**config.mk**
```make
export PLATFORM = sky130hd
export DESIGN_NAME = pc_sequencer
export DESIGN_NICKNAME = d
export VERILOG_FILES = /design/src/rtl/picomips_pkg.sv /design/src/rtl/pc_sequencer.sv
export SDC_FILE = /design/constraint.sdc
export NUM_CORES = 1
export LEC_CHECK = 0
export ABC_CLOCK_PERIOD_IN_PS = 2000
export CAP_MARGIN = 30
export CORE_UTILIZATION = 48
export DETAILED_ROUTE_END_ITERATION = 10
export GPL_TIMING_DRIVEN = 0
export PLACE_DENSITY_LB_ADDON = 0.3
export SYNTH_ARGS = -nofsm -noshare
export SYNTH_HDL_FRONTEND = slang
export SYNTH_SLANG_ARGS = --single-unit
```
**constraint.sdc**
```tcl
create_clock -name clk -period 2 [get_ports clk]
set_input_delay 0.3 -clock clk [delete_from_list [all_inputs] [get_ports clk]]
set_output_delay 0.3 -clock clk [all_outputs]
set_load 0.005 [all_outputs]
```
**src/rtl/picomips_pkg.sv**
```systemverilog
// picomips_pkg
//   Types shared by the picoMIPS control path, the instruction decoder and
//   the verification bench.
//   opcode_t : 3-bit instruction opcode. All eight codes are assigned.
//              For the two conditional branches, bit 1 selects the flag
//              to test and bit 0 inverts the sense of the test.
//   state_t  : control sequencer states.
package picomips_pkg;

    typedef enum logic [2:0] {
        NOP  = 3'd0,
        ALU  = 3'd1,
        LDI  = 3'd2,
        IN   = 3'd3,
        BEQ  = 3'd4,
        BNE  = 3'd5,
        JMP  = 3'd6,
        HALT = 3'd7
    } opcode_t;

    typedef enum logic [1:0] {
        FETCH  = 2'd0,
        EXEC   = 2'd1,
        WAITIN = 2'd2,
        HALTED = 2'd3
    } state_t;

endpackage

```
**src/rtl/pc_sequencer.sv**
```systemverilog
// pc_sequencer
//   Multi-cycle control FSM for the picoMIPS core. Each instruction takes a
//   FETCH cycle, where the opcode is captured, and an EXEC cycle, where the
//   PC strobe and register write are issued. IN may stall in WAITIN until the
//   external input is valid; HALT parks the core until reset.
//
//   Ports
//     clk          rising-edge system clock
//     reset        asynchronous active-high reset
//     opcode       opcode field from program memory (sampled in FETCH)
//     alu_z        ALU zero result (sampled in EXEC of ALU)
//     alu_n        ALU negative result (sampled in EXEC of ALU)
//     in_valid     external input data valid
//     ir_load      capture instruction word this cycle
//     PCincr       PC += 1
//     PCrelbranch  PC += Branchaddr
//     PCabsbranch  PC  = Branchaddr
//     reg_we       register-file write enable
//     in_ack       consume external input (single-cycle pulse)
//     halted       core stopped
//     icount       retired-instruction count, wraps modulo 2^CNTW
//
//   Strobes are combinational from the current state, the latched opcode,
//   the latched flags and in_valid. Reset drives the state to FETCH
//   immediately, so during reset only ir_load is high (holding PC at 0).
module pc_sequencer
    import picomips_pkg::*;
#(
    parameter int Psize = 6,
    parameter int OPW   = 3,
    parameter int CNTW  = 16
) (
    input  logic            clk,
    input  logic            reset,
    input  logic [OPW-1:0]  opcode,
    input  logic            alu_z,
    input  logic            alu_n,
    input  logic            in_valid,
    output logic            ir_load,
    output logic            PCincr,
    output logic            PCrelbranch,
    output logic            PCabsbranch,
    output logic            reg_we,
    output logic            in_ack,
    output logic            halted,
    output logic [CNTW-1:0] icount
);

    state_t      state;
    state_t      state_nxt;
    opcode_t     op_q;
    logic [1:0]  flags_q;      // {n, z} from the most recent ALU op
    logic        flags_ld;
    logic        pc_step;
    logic        cond_flag;

    // Conditional branches test flags_q[op_q[1]]; BEQ/BNE both select z.
    assign cond_flag = flags_q[op_q[1]];

    always_comb begin
        state_nxt   = state;
        ir_load     = 1'b0;
        PCincr      = 1'b0;
        PCrelbranch = 1'b0;
        PCabsbranch = 1'b0;
        reg_we      = 1'b0;
        in_ack      = 1'b0;
        halted      = 1'b0;
        flags_ld    = 1'b0;

        case (state)
            FETCH: begin
                ir_load   = 1'b1;
                state_nxt = EXEC;
            end

            EXEC: begin
                state_nxt = FETCH;
                case (op_q)
                    NOP: begin
                        PCincr = 1'b1;
                    end
                    ALU: begin
                        reg_we   = 1'b1;
                        PCincr   = 1'b1;
                        flags_ld = 1'b1;
                    end
                    LDI: begin
                        reg_we = 1'b1;
                        PCincr = 1'b1;
                    end
                    IN: begin
                        if (in_valid) begin
                            reg_we = 1'b1;
                            in_ack = 1'b1;
                            PCincr = 1'b1;
                        end else begin
                            state_nxt = WAITIN;
                        end
                    end
                    BEQ: begin
                        if (cond_flag) PCrelbranch = 1'b1;
                        else           PCincr      = 1'b1;
                    end
                    BNE: begin
                        if (cond_flag) PCincr      = 1'b1;
                        else           PCrelbranch = 1'b1;
                    end
                    JMP: begin
                        PCabsbranch = 1'b1;
                    end
                    HALT: begin
                        state_nxt = HALTED;
                    end
                endcase
            end

            WAITIN: begin
                if (in_valid) begin
                    reg_we    = 1'b1;
                    in_ack    = 1'b1;
                    PCincr    = 1'b1;
                    state_nxt = FETCH;
                end
            end

            HALTED: begin
                halted = 1'b1;
            end
        endcase

        pc_step = PCincr | PCrelbranch | PCabsbranch;
    end

    always_ff @(posedge clk or posedge reset) begin
        if (reset) begin
            state   <= FETCH;
            op_q    <= NOP;
            flags_q <= '0;
            icount  <= '0;
        end else begin
            state <= state_nxt;
            if (state == FETCH) begin
                op_q <= opcode_t'(opcode);
            end
            if (flags_ld) begin
                flags_q <= {alu_n, alu_z};
            end
            if (pc_step) begin
                icount <= icount + CNTW'(1);
            end
        end
    end

endmodule

```
After elaboration in Yosys (flattened, before gate mapping)
Cells that the tools add are included.
- reduce and logical (&&, ||, !) cells: 6
- multiplexer cells: 23
- bitwise operators: 2
- magnitude comparators: 1
- $add $sub $neg: 1
- equal/unequal tests: 11
- operators by type and width (operator ; number):
    16-bit by 1-bit adder with 16-bit output, second input constant ; 1
    1-bit two-way mux ; 13
    3-bit equality test, second input constant ; 4
    1-bit case mux with 2 select lines ; 5
    3-bit by 2-bit equality test with 1-bit output, second input constant ; 2
    2-bit case mux with 3 select lines ; 1
    2-bit equality test, second input constant ; 2
    2-bit two-way mux ; 2
    1-bit case mux with 4 select lines ; 1
    2-bit case mux with 2 select lines ; 1
    3-bit by 1-bit equality test with 1-bit output, second input constant ; 1
    3-bit logical NOT ; 1
    3-bit nonzero test ; 1
    3-bit OR reduction ; 1
    2-bit by 1-bit equality test with 1-bit output, second input constant ; 1
    2-bit logical NOT ; 1
    1-bit by 2-bit less-than comparator with 1-bit output, second input constant ; 1
    2-bit inequality test, second input constant ; 1
    1-bit OR ; 2
    2-bit AND reduction ; 1
    2-bit OR reduction ; 1
- register bits: 23
- input port bits: 8

Logic depth before layout (Yosys ltp)
- depth in word-level cells: 7
- depth in mapped cells: 8

Worst setup path after synthesis
Ideal clock, no wire load.
- path kind: flip-flop to flip-flop
- start point: register state[0]
- end point: register icount[1]
- data required time: 1.873 ns
- library setup time: 0.127 ns
- data arrival time: 1.617 ns
- cell stages (with the launch flop): 8
- period minus slack after synthesis: 1.745 ns
- slack: 0.255 ns
- cells stage by stage: dfrtp_1 -> inv_1 -> ha_1 -> inv_1 -> a31oi_2 -> a31oi_4 -> buf_6 -> mux2_1
- cells in the longest elaborated chain, start to end: 4
- elaborated cells between the ends (all ways): 7
- those cells by class: eq/ne: 2; mux: 3; bitwise: 2
- ends and longest elaborated chain (what ; RTL line ; RTL):
    start: declaration ; pc_sequencer.sv:49 ; state_t state;
    start signal: assignment ; pc_sequencer.sv:142 ; state <= state_nxt;
    2-bit equality test / 2-bit by 1-bit equality test with 1-bit output (equally long branches) ; pc_sequencer.sv:71 ; case (state)
    1-bit case mux with 2 select lines / 1-bit two-way mux (equally long branches) ; pc_sequencer.sv:71 ;
    1-bit OR ; pc_sequencer.sv:132 ; pc_step = PCincr | PCrelbranch | PCabsbranch;
    1-bit OR * ; pc_sequencer.sv:132 ;
    end signal: assignment ; pc_sequencer.sv:150 ; icount <= icount + CNTW'(1);
    end: declaration ; pc_sequencer.sv:46 ; output logic [CNTW-1:0] icount
Every way passes the cells marked *; elsewhere a longest branch is shown, timed or not.
A chain may end at the register's enable or synchronous reset.

Worst setup path in the final report
Ends and elaborated chain as after synthesis.

==> results.py <==
metrics = {
    "drt": {
        "ant_nets": 0,
        "first_iter_violations": 11,
        "routed_via_density": 5.35,
        "drc": 0,
        "vias": 1076,
        "dr.pass1.iters": 4,
        "totalWireLength_um": 2760,
        "wl_per_cell_um": 13.7,
    },
    "layout": {
        "nNetsFinal": 186,
        "antennaDiodeCount": 0,
        "final_layout_size_suffix_gt1_share_pct": 31.0,
        "synthToLayoutAreaGrowth_pct": 45.9,
        "postLayoutCoreUtil_pct": 74.6,
        "fillers": 173,
        "mostFrequentLayoutCell": "clkdlybuf4s50_1",
        "layout_common_cells": "23 x clkdlybuf4s50_1, 22 x dfrtp_1, 12 x xor2_1",
    },
    "sta": {
        "slew_violations": 0,
        "fin_skew_ns": 0.00372,
        "fmax_mhz": 511,
        "rsz0062_at_grt": "true",
        "worstMarginPinSlew_ns": 0.837,
        "final-hold-violation-count": 0,
        "setup_tns_ns": 0,
        "max_slew_margin_pct": 44.2,
        "finalSetupViolCount": 0,
        "worst_slack_ns": 0.0439,
        "period_minus_slack_ns": 1.96,
        "finalCritPeriodShare_pct": 97.8,
    },
    "clock_tree": {
        "clock_path_buffers": 2,
        "cts-htree-levels": 1,
        "cts_buffers": 3,
        "cts_tree": "built",
        "root_buffer": "clkbuf_4",
        "cts.hold.buffers_added": 0,
        "clkTransAtPathRegs_ns": 0.12,
        "clkLatencyLatePin_ns": 0.31,
        "cts.sinks": 22,
    },
    "synthesis": {
        "syn_inst": 124,
        "ys_warn_count": 0,
        "synth-seq-cells": 22,
        "yosys.cell_types.count": 34,
        "ys.flop_type": "dfrtp_1",
        "avgSynthCellArea_um2": 10.3,
        "asyncSetResetFlopFracSynth_pct": 100,
        "yosysSeqAreaShare_pct": 43.1,
        "synth_edf_count": 0,
        "syn_area_mm2": 0.00128,
        "mappedNetlistNets": 138,
    },
    "critical_path": {
        "critPathSlowestCell": "dfrtp_1",
        "critical_path_class": "flip-flop to flip-flop",
        "reg2regPathDepth": 9,
        "critPathBufInv": 4,
        "critical_path_required_ns": 2.20,
        "endpoint_kind": "flip-flop",
        "cp_common_cell": "buf_6",
        "worst_r2r_endpoint": "icount[1]",
        "path_max_fanout": 10,
        "cp-start-kind": "flip-flop",
        "path_cells": "buf_6 > ha_4 > buf_4 > nand2b_4 > o221ai_4 > buf_6 > a31oi_4 > buf_6 > mux2_4",
        "reg2reg_setup_slack_ns": 0.04,
        "arrival_ns": 2.16,
        "cp_top_family": "buffers and inverters",
        "cp_slowest_stage_delay_ns": 0.44,
        "rr_startpoint": "state[0]",
    },
    "grt": {
        "grt_pass1_wl_um": 4660,
        "grt_pass1_vias": 1091,
        "overflow": 0,
        "grt_use_total_pct": 22.4,
        "antenna_found_initial": 0,
        "grt_max_degree": 23,
    },
    "floorplanning": {
        "die-area_mm2": 0.00287,
        "fp.dieH_um": 53.6,
        "num_io_pins": 31,
        "design.core.area_mm2": 0.00250,
        "rows": 18,
        "start_util_pct": 51.1,
        "die_w_um": 53.6,
    },
    "pwr": {
        "p_total_mw": 0.714,
        "ir_worst_vdd_mv": 0.288,
        "leakage_nw": 0.860,
        "p_per_area_mw_per_mm2": 383,
    },
    "flow_run": {
        "cap_viol_max_count": 0,
    },
    "placed_design": {
        "place.gp.congestion": 0.787,
        "place_ws_ns": -0.196,
        "dp_hpwl_um": 1900,
        "io_buffers": 29,
    },
    "outcome": {
        "outcome": "completed",
    },
    "worst_hold_path": {
        "hp-class": "input port to async pin",
    },
}
==> Yosys cell counts (2+ instances only) <==
cell type,n,area (µm²)
mux2_2,4,45.0
xor2_1,12,105
dfrtp_1,22,551
xnor2_1,5,43.8
nor3_1,8,40.0
and3_1,4,25.0
nand3_1,8,40.0
nor2b_1,2,12.5
nor2_1,7,26.3
nor3b_1,2,15.0
inv_1,7,26.3
nand4_1,4,25.0
nand2b_1,2,12.5
o21ai_0,3,15.0
ha_1,6,75.1
a21oi_1,3,15.0
buf_2,3,15.0
nand2_1,6,22.5
==> per-layer routing <==
metal  vias to the layer above  wire length, µm  share of wire [%]  global-route usage (%)
li1                        525                -                  -                       -
met4                         0               42                1.5                    9.65
met2                        25             1410                 51                    39.2
met1                       520             1230                 45                    27.6
met5                         -                0                  0                       0
met3                         6               76                2.8                    2.54
==> kinds of logic (layout without fill, tap and decap cells) <==
logic type / count (synthesis) / in the layout / synth area share (%)
adder cells (fa/ha/maj): 6 / 6 / 5.88
AND/OR/NAND/NOR: 48 / 48 / 21.1
XOR/XNOR: 17 / 17 / 11.7
buffers and inverters: 12 / 59 / 4.41
AO/OA/AOI/OAI: 14 / 14 / 9.50
multiplexers: 5 / 5 / 4.41
flip-flops: 22 / 22 / 43.1
==> metrics by stage <==
stage               instances  hold slack, ns  area (µm²)
floorplan                 124           0.289        1280
global placement          183           0.455        1610
detailed placement        183           0.476        1610
CTS                       199           0.489        1810
global route              201           0.519        1860
finish                    201           0.444        1860
==> final cells by class <==
class,instances,area (µm²),share of cell area [%]
well taps,30,37.5,2.01
clock buffers,4,36.3,1.95
repair buffers,43,394,21.1
plain buffers,4,26.3,1.41
flip-flops and latches,22,551,29.5
multi-input cells,90,787,42.2
inverters,8,32.5,1.74
==> worst max path at each step <==
stage	startpoint	endpoint	slack [ns]	cells past startpoint
global placement	in_valid	PCincr	-0.17	5
finish	state[0]	icount[1]	0.04	9
CTS	state[0]	PCincr	-0.03	7
global route	state[0]	PCincr	-0.01	7
detailed placement	in_valid	PCincr	-0.20	5
floorplan	state[0]	icount[1]	0.26	7
==> where the power goes <==
group | total, mW | switching (mW) | internal (mW)
Sequential | 0.445 | 0 | 0.445
Clock | 0.247 | 0.136 | 0.111
Combinational | 0.0229 | 0.0123 | 0.0106
==> worst register-to-register path, stage by stage, from the launching register on <==
cell	delay [ns]
dfrtp_1	0.44
buf_6	0.14
ha_4	0.17
buf_4	0.14
nand2b_4	0.08
o221ai_4	0.10
buf_6	0.14
a31oi_4	0.19
buf_6	0.17
mux2_4	0.30
==> flip-flops by register name, summed over array words and instances, names as in the netlist <==
signal and flops:
flags_q 1, icount 16, op_q 3, state 2
==> repair_timing <==
item,4_1_cts,5_1_grt
pin swaps,8,5
buffers inserted,12,2
gates resized for setup,29,11
endpoints found under the setup margin,5,13
Note: power is estimated with default switching activity, not from simulation.
